==> src/rtl/oram_setup_arbiter.sv <==
// Round-robin arbiter that merges several client channels onto one ORAM command port.
// Writes are gathered into FEDWidth words; read returns are unpacked and routed by an in-order tag FIFO.
module oram_setup_arbiter #(
  parameter int unsigned NumChannels = 4,
  parameter int unsigned DataWidth   = 64,
  parameter int unsigned FEDWidth    = 512,
  parameter int unsigned ORAMU       = 32,
  parameter int unsigned TagDepth    = 8
) (
  input  logic                             Clock,
  input  logic                             Reset,
  input  logic [NumChannels-1:0]           ChCmdValid,
  output logic [NumChannels-1:0]           ChCmdReady,
  input  logic [NumChannels-1:0]           ChCmdRead,
  input  logic [NumChannels*ORAMU-1:0]     ChAddr,
  input  logic [NumChannels*DataWidth-1:0] ChDataIn,
  input  logic [NumChannels-1:0]           ChDataInValid,
  output logic [NumChannels-1:0]           ChDataInReady,
  output logic [DataWidth-1:0]             ChDataOut,
  output logic [NumChannels-1:0]           ChDataOutValid,
  input  logic [NumChannels-1:0]           ChDataOutReady,
  output logic [1:0]                       CmdORAM,
  output logic [ORAMU-1:0]                 PAddrORAM,
  output logic                             CmdValidORAM,
  input  logic                             CmdReadyORAM,
  output logic [FEDWidth-1:0]              DataInORAM,
  output logic                             DataInValidORAM,
  input  logic                             DataInReadyORAM,
  input  logic [FEDWidth-1:0]              DataOutORAM,
  input  logic                             DataOutValidORAM,
  output logic                             DataOutReadyORAM
);
  localparam int unsigned R   = FEDWidth / DataWidth;
  localparam int unsigned CW  = (NumChannels > 1) ? $clog2(NumChannels) : 1;
  localparam int unsigned BW  = (R > 1) ? $clog2(R) : 1;
  localparam int unsigned PW  = (TagDepth > 1) ? $clog2(TagDepth) : 1;
  localparam int unsigned TCW = $clog2(TagDepth + 1);

  typedef enum logic [1:0] {StIdle, StCmd, StGather, StPush} state_e;

  state_e              state_q, state_d;
  logic [CW-1:0]       grant_q, grant_d;
  logic [CW-1:0]       last_q, last_d;
  logic [ORAMU-1:0]    addr_q, addr_d;
  logic                read_q, read_d;
  logic [BW-1:0]       beat_q, beat_d;
  logic [FEDWidth-1:0] word_q, word_d;

  logic [CW-1:0]       tag_mem_q [TagDepth];
  logic [CW-1:0]       tag_mem_d [TagDepth];
  logic [PW-1:0]       wr_ptr_q, wr_ptr_d, rd_ptr_q, rd_ptr_d;
  logic [TCW-1:0]      tag_cnt_q, tag_cnt_d;
  logic                resp_busy_q, resp_busy_d;
  logic [BW-1:0]       resp_cnt_q, resp_cnt_d;
  logic [FEDWidth-1:0] resp_word_q, resp_word_d;

  logic                tag_push, tag_pop, found;
  logic [CW-1:0]       cand, win, head;

  assign CmdORAM    = {1'b0, read_q};
  assign PAddrORAM  = addr_q;
  assign DataInORAM = word_q;

  // Command FSM
  always_comb begin
    state_d       = state_q;
    grant_d       = grant_q;
    last_d        = last_q;
    addr_d        = addr_q;
    read_d        = read_q;
    beat_d        = beat_q;
    word_d        = word_q;
    tag_push      = 1'b0;
    found         = 1'b0;
    cand          = '0;
    win           = '0;
    ChCmdReady    = '0;
    ChDataInReady = '0;
    CmdValidORAM  = 1'b0;
    DataInValidORAM = 1'b0;
    unique case (state_q)
      StIdle: begin
        // Registered tag count: a pop this cycle does not make a read eligible yet.
        for (int k = 1; k <= int'(NumChannels); k++) begin
          cand = CW'((int'(last_q) + k) % int'(NumChannels));
          if (!found && ChCmdValid[cand] &&
              (!ChCmdRead[cand] || (tag_cnt_q < TCW'(TagDepth)))) begin
            found = 1'b1;
            win   = cand;
          end
        end
        if (found) begin
          grant_d = win;
          addr_d  = ChAddr[int'(win)*ORAMU +: ORAMU];
          read_d  = ChCmdRead[win];
          state_d = StCmd;
        end
      end
      StCmd: begin
        CmdValidORAM = 1'b1;
        if (CmdReadyORAM) begin
          ChCmdReady[grant_q] = 1'b1;
          last_d = grant_q;
          if (read_q) begin
            tag_push = 1'b1;
            state_d  = StIdle;
          end else begin
            beat_d  = '0;
            state_d = StGather;
          end
        end
      end
      StGather: begin
        ChDataInReady[grant_q] = 1'b1;
        if (ChDataInValid[grant_q]) begin
          word_d[int'(beat_q)*DataWidth +: DataWidth] =
            ChDataIn[int'(grant_q)*DataWidth +: DataWidth];
          if (beat_q == BW'(R - 1)) begin
            state_d = StPush;
          end else begin
            beat_d = beat_q + BW'(1);
          end
        end
      end
      StPush: begin
        DataInValidORAM = 1'b1;
        if (DataInReadyORAM) begin
          state_d = StIdle;
        end
      end
      default: state_d = StIdle;
    endcase
  end

  // Response path and tag FIFO
  always_comb begin
    head             = tag_mem_q[rd_ptr_q];
    DataOutReadyORAM = !resp_busy_q && (tag_cnt_q != '0);
    ChDataOutValid   = '0;
    if (resp_busy_q) begin
      ChDataOutValid[head] = 1'b1;
    end
    ChDataOut   = resp_word_q[int'(resp_cnt_q)*DataWidth +: DataWidth];
    resp_busy_d = resp_busy_q;
    resp_cnt_d  = resp_cnt_q;
    resp_word_d = resp_word_q;
    tag_pop     = 1'b0;
    if (DataOutValidORAM && DataOutReadyORAM) begin
      resp_word_d = DataOutORAM;
      resp_busy_d = 1'b1;
      resp_cnt_d  = '0;
    end else if (resp_busy_q && ChDataOutReady[head]) begin
      if (resp_cnt_q == BW'(R - 1)) begin
        tag_pop     = 1'b1;
        resp_busy_d = 1'b0;
      end else begin
        resp_cnt_d = resp_cnt_q + BW'(1);
      end
    end

    tag_mem_d = tag_mem_q;
    wr_ptr_d  = wr_ptr_q;
    rd_ptr_d  = rd_ptr_q;
    tag_cnt_d = tag_cnt_q;
    if (tag_push) begin
      tag_mem_d[wr_ptr_q] = grant_q;
      wr_ptr_d = (wr_ptr_q == PW'(TagDepth - 1)) ? '0 : wr_ptr_q + PW'(1);
    end
    if (tag_pop) begin
      rd_ptr_d = (rd_ptr_q == PW'(TagDepth - 1)) ? '0 : rd_ptr_q + PW'(1);
    end
    if (tag_push && !tag_pop) begin
      tag_cnt_d = tag_cnt_q + TCW'(1);
    end else if (!tag_push && tag_pop) begin
      tag_cnt_d = tag_cnt_q - TCW'(1);
    end
  end

  always_ff @(posedge Clock or negedge Reset) begin
    if (!Reset) begin
      state_q     <= StIdle;
      grant_q     <= '0;
      last_q      <= CW'(NumChannels - 1);
      addr_q      <= '0;
      read_q      <= 1'b0;
      beat_q      <= '0;
      word_q      <= '0;
      tag_mem_q   <= '{default: '0};
      wr_ptr_q    <= '0;
      rd_ptr_q    <= '0;
      tag_cnt_q   <= '0;
      resp_busy_q <= 1'b0;
      resp_cnt_q  <= '0;
      resp_word_q <= '0;
    end else begin
      state_q     <= state_d;
      grant_q     <= grant_d;
      last_q      <= last_d;
      addr_q      <= addr_d;
      read_q      <= read_d;
      beat_q      <= beat_d;
      word_q      <= word_d;
      tag_mem_q   <= tag_mem_d;
      wr_ptr_q    <= wr_ptr_d;
      rd_ptr_q    <= rd_ptr_d;
      tag_cnt_q   <= tag_cnt_d;
      resp_busy_q <= resp_busy_d;
      resp_cnt_q  <= resp_cnt_d;
      resp_word_q <= resp_word_d;
    end
  end

endmodule

==> config.mk <==
export PLATFORM = sky130hd
export DESIGN_NAME = oram_setup_arbiter
export DESIGN_NICKNAME = d
export VERILOG_FILES = /design/src/rtl/oram_setup_arbiter.sv
export SDC_FILE = /design/constraint.sdc
export NUM_CORES = 2
export LEC_CHECK = 0
export ABC_AREA = 1
export BUFFER_PORTS_ARGS = -buffer_cell sky130_fd_sc_hd__buf_2
export CAP_MARGIN = 10
export CORE_AREA = 5 5 601 603
export CTS_BUF_LIST = sky130_fd_sc_hd__clkbuf_4
export CTS_CLUSTER_DIAMETER = 200
export CTS_CLUSTER_SIZE = 30
export DETAILED_ROUTE_END_ITERATION = 16
export DIE_AREA = 0 0 606 608
export PLACE_DENSITY_LB_ADDON = 0.1
export SYNTH_ARGS = -nofsm -noshare
export SYNTH_HDL_FRONTEND = slang
export SYNTH_SLANG_ARGS = --single-unit
==> constraint.sdc <==
create_clock -name Clock -period 4.15 [get_ports Clock]
set_input_delay 0.2075 -clock Clock [delete_from_list [all_inputs] [get_ports Clock]]
set_output_delay 0.2075 -clock Clock [all_outputs]
set_load 0.05 [all_outputs]
==> summary.md <==
| Metric | Value |
|---|---|
| Placed Area | `62,900 µm²` |
| Critical path class | `reg -> reg` |
| Leading cell type in the layout, fill and taps excluded | `nand2_1` |
| Vias in the first global route | `~60,000` |
| Number of primary I/O pins | `around 1,500` |
| WL final | `roughly 360,000 µm` |
| Arr. time, crit path | `roughly 5.2 ns` |
| Average vias per placed instance | `3.94` |
| Setup ws final | `about 0.17 ns` |
| Fmax | `~250 MHz` |
| Switch share | `between 50 and 60%` |
| Yosys reg bits | `approximately 1,100` |
| Routed len/inst | `around 25 µm` |
| Total core area | `between 300,000 and 400,000 µm²` |
| VDD IR-drop max | `between 0.5 and 0.6 mV` |
| Area of the die | `between 300,000 and 400,000 µm²` |
| Max clock buf depth | `3` |
| Hold Path Class | `in -> reg` |
| Nets@finish | `roughly 11,000` |
| Largest area contributor in the netlist | `dfrtp_1` |
| Maxcap violations | `0` |
| Register area share after synthesis | `55.8%` |
| Crit Path Max Fanout | `39` |
| Yosys cell types | `46` |
| Tmin final | `~4 ns` |
| DRC | `0` |
| Critical path endpoint category | `register` |
| DIE HEIGHT | `608 µm` |
| Internal power | `between 20 and 30 mW` |
| Pre-CTS setup slack | `0.599 ns` |
| Flop2flop setup slack | `roughly 0.17 ns` |
| GRT Total Usage | `a little under a fifth` |
| Port bufs | `1,540` |
| Reg clk slew, reported paths | `0.39 ns` |
| Status | `finished clean` |
| Setup Skew | `about 0.11 ns` |
| Post-Syn Area | `~50,000 µm²` |
| Startpoint Class | `register` |
| Layout cells sized above 1 | `around 20%` |
| Switching power | `slightly below 30 mW` |
| Worst skew pair latency | `about 1.3 ns` |
| Antenna viol nets, final | `0` |
| Core Rows | `about 220` |
| Clk network pwr share | `~8.3%` |
| Yosys warns | `0` |
| Syn Inst Count | `about 6,100` |
| Synth area leaders | `dfrtp_1 (56%), nand2_1 (20%), o21ai_0 (7.1%), nor2_1 (4.1%), nand3_1 (2.6%)` |
| CTS sink cnt | `roughly 1,100` |
| Max Slew Vio Count | `0` |
| Final core utilization | `between 20 and 25%` |
| Pin count of the biggest net entering global routing | `approximately 180` |
| H-tree depth | `2` |
| Initial antenna violation count | `84` |
| Top cell type's share of synthesized area | `between 50% and 60%` |
| Area Growth Syn to Fin | `75.6%` |
| Sequential Power Share | `between 20 and 30%` |
| Die Width | `about 610 µm` |
| Combinational share of power | `63.7%` |
| Clk root buf | `clkbuf_4` |
| Post-Layout Cell Count | `around 14,000` |
| Total leakage power | `41.0 nW` |
| Vias | `56,828` |
| Number of cells after detailed placement | `between 10,000 and 15,000` |
| Post-detail-place hpwl | `roughly 270,000 µm` |
| Final setup violation count | `0` |
| TNS Setup | `0 ns` |
| Relative slew slack | `a little under a quarter` |
| Syn Nets | `7,081` |
| Final period utilization | `approximately 96%` |
| Iteration-0 DRC Markers | `approximately 3,300` |
| First-pass GRT wire length | `between 400,000 and 500,000 µm` |
| Final hold viol count | `0` |
| CTS buffer count | `43` |
| WP data required | `~5.4 ns` |
| Cell Pwr Density | `about 640 nW/µm²` |
| GP Congestion | `0.905` |
| Syn Area/Cell | `7.99 µm²` |
| GR Overflow Total | `0` |
| Starting density of the core | `approximately 14%` |
| Worst Tran Pin Value | `roughly 1.2 ns` |
| CTS tree | `yes` |
| Most frequent cells in the layout | `nand2_1 (2,603), dlygate4sd3_1 (2,111), buf_2 (1,490), dfrtp_1 (1,089), o21ai_0 (667)` |
| DRT Pass-1 Iters | `5` |
| Fin area | `~86,000 µm²` |
-- cells in the mapped netlist, drive strengths merged --
cell / instances
a21o: 1
a21oi: 10
a221o: 3
a221oi: 10
a22o: 1
a22oi: 106
a31oi: 64
and2: 29
buf: 131
clkbuf: 283
clkinv: 1
conb: 1
dfrtp: 1094
dfstp: 2
fa: 1
ha: 16
inv: 175
nand2: 2614
nand3: 260
nand3b: 17
nand4: 4
nor2: 535
nor3: 6
nor4: 2
o211ai: 2
o21ai: 708
o221ai: 1
o22ai: 65
or2: 2
xnor2: 2
xor2: 1
-- stage by stage --
stage                     power, mW  hold slack [ns]
after floorplan                30.1          -0.0881
after global placement         44.3            0.333
after detailed placement       44.3            0.327
after CTS                      56.5         0.000383
after global routing           58.9           0.0179
final                          55.2            0.160
-- path summary, 6_finish.rpt --
check | from | to | depth (start not counted)
max in group asynchronous | Reset | resp_cnt_q[1] | 6
worst max-delay path | grant_q[0] | DataInORAM[376] | 9
worst min-delay path | ChDataIn[34] | DataInORAM[290] | 5
worst min register to register | DataInORAM[296] | DataInORAM[296] | 2
worst max register to register | grant_q[0] | DataInORAM[376] | 9
min in group asynchronous | Reset | resp_word_q[59] | 4
-- repair_timing --
action                                  in CTS  in global routing
buffers inserted                            12                  3
resized for setup                          220                 18
hold buffers                              2113                  5
gates cloned                                11                  0
endpoints found under the hold margin     2181                  5
pin swaps                                   14                  1
endpoints found under the setup margin      68                107
-- power by group through the flow --
stage | clock network [mW] | registers (mW) | logic [mW]
after global routing | 5.16 | 15.8 | 37.9
after global placement | 0 | 15.6 | 28.7
final | 4.56 | 15.5 | 35.2
after CTS | 4.98 | 15.5 | 36.1
after detailed placement | 0 | 15.6 | 28.7
after floorplan | 0 | 16.5 | 13.6
-- worst max-delay path, cell delays in order (launching register included) --
cell and delay [ns]:
dfrtp_1 0.59, nand2_1 0.15, inv_2 0.29, buf_4 0.46, a22oi_1 0.15, dlygate4sd3_1 0.58
nand2_1 0.15, dlygate4sd3_1 1.01, nand3_1 0.23, o21ai_0 0.22
-- flip-flops by register name, summed over array words and instances (netlist names), named ones only --
signal	flops
PAddrORAM	32
tag_mem_q	16
grant_q	2
wr_ptr_q	3
last_q	2
read_q	1
beat_q	3
resp_busy_q	1
rd_ptr_q	3
tag_cnt_q	4
resp_cnt_q	3
DataInORAM	512
state_q	1
resp_word_q	512
-- area by class of cell --
cell class	count	area (µm²)
Clock inverter	8	141
Antenna cell	48	120
Multi-Input combinational cell	4461	20000
Sequential cell	1096	27400
Fill cell	39391	269000
Timing Repair inverter	1	11.3
Inverter	176	743
Clock buffer	44	330
Tap cell	4751	5940
Timing Repair Buffer	3848	31500
-- metal layers --
layer  GRT usage (%)  wire length (µm)  vias up
met5               0               291        -
met4            6.74             14300       46
met3            3.01             17300      330
met2            35.9            191000     1532
met1            21.1            139000    28293
li1                -                 -    26627
-- kinds of logic after synthesis --
group                    count (synthesis)  synth area share, %
AND/OR/NAND/NOR                       3469                 27.8
buffers and inverters                  590                 4.92
flip-flops                            1096                 55.8
AO/OA/AOI/OAI                          971                 10.9
other                                    1              0.00763
adder cells (fa/ha/maj)                 17                0.448
XOR/XNOR                                 3               0.0535
No activity file was read; power rests on OpenSTA's default activity.
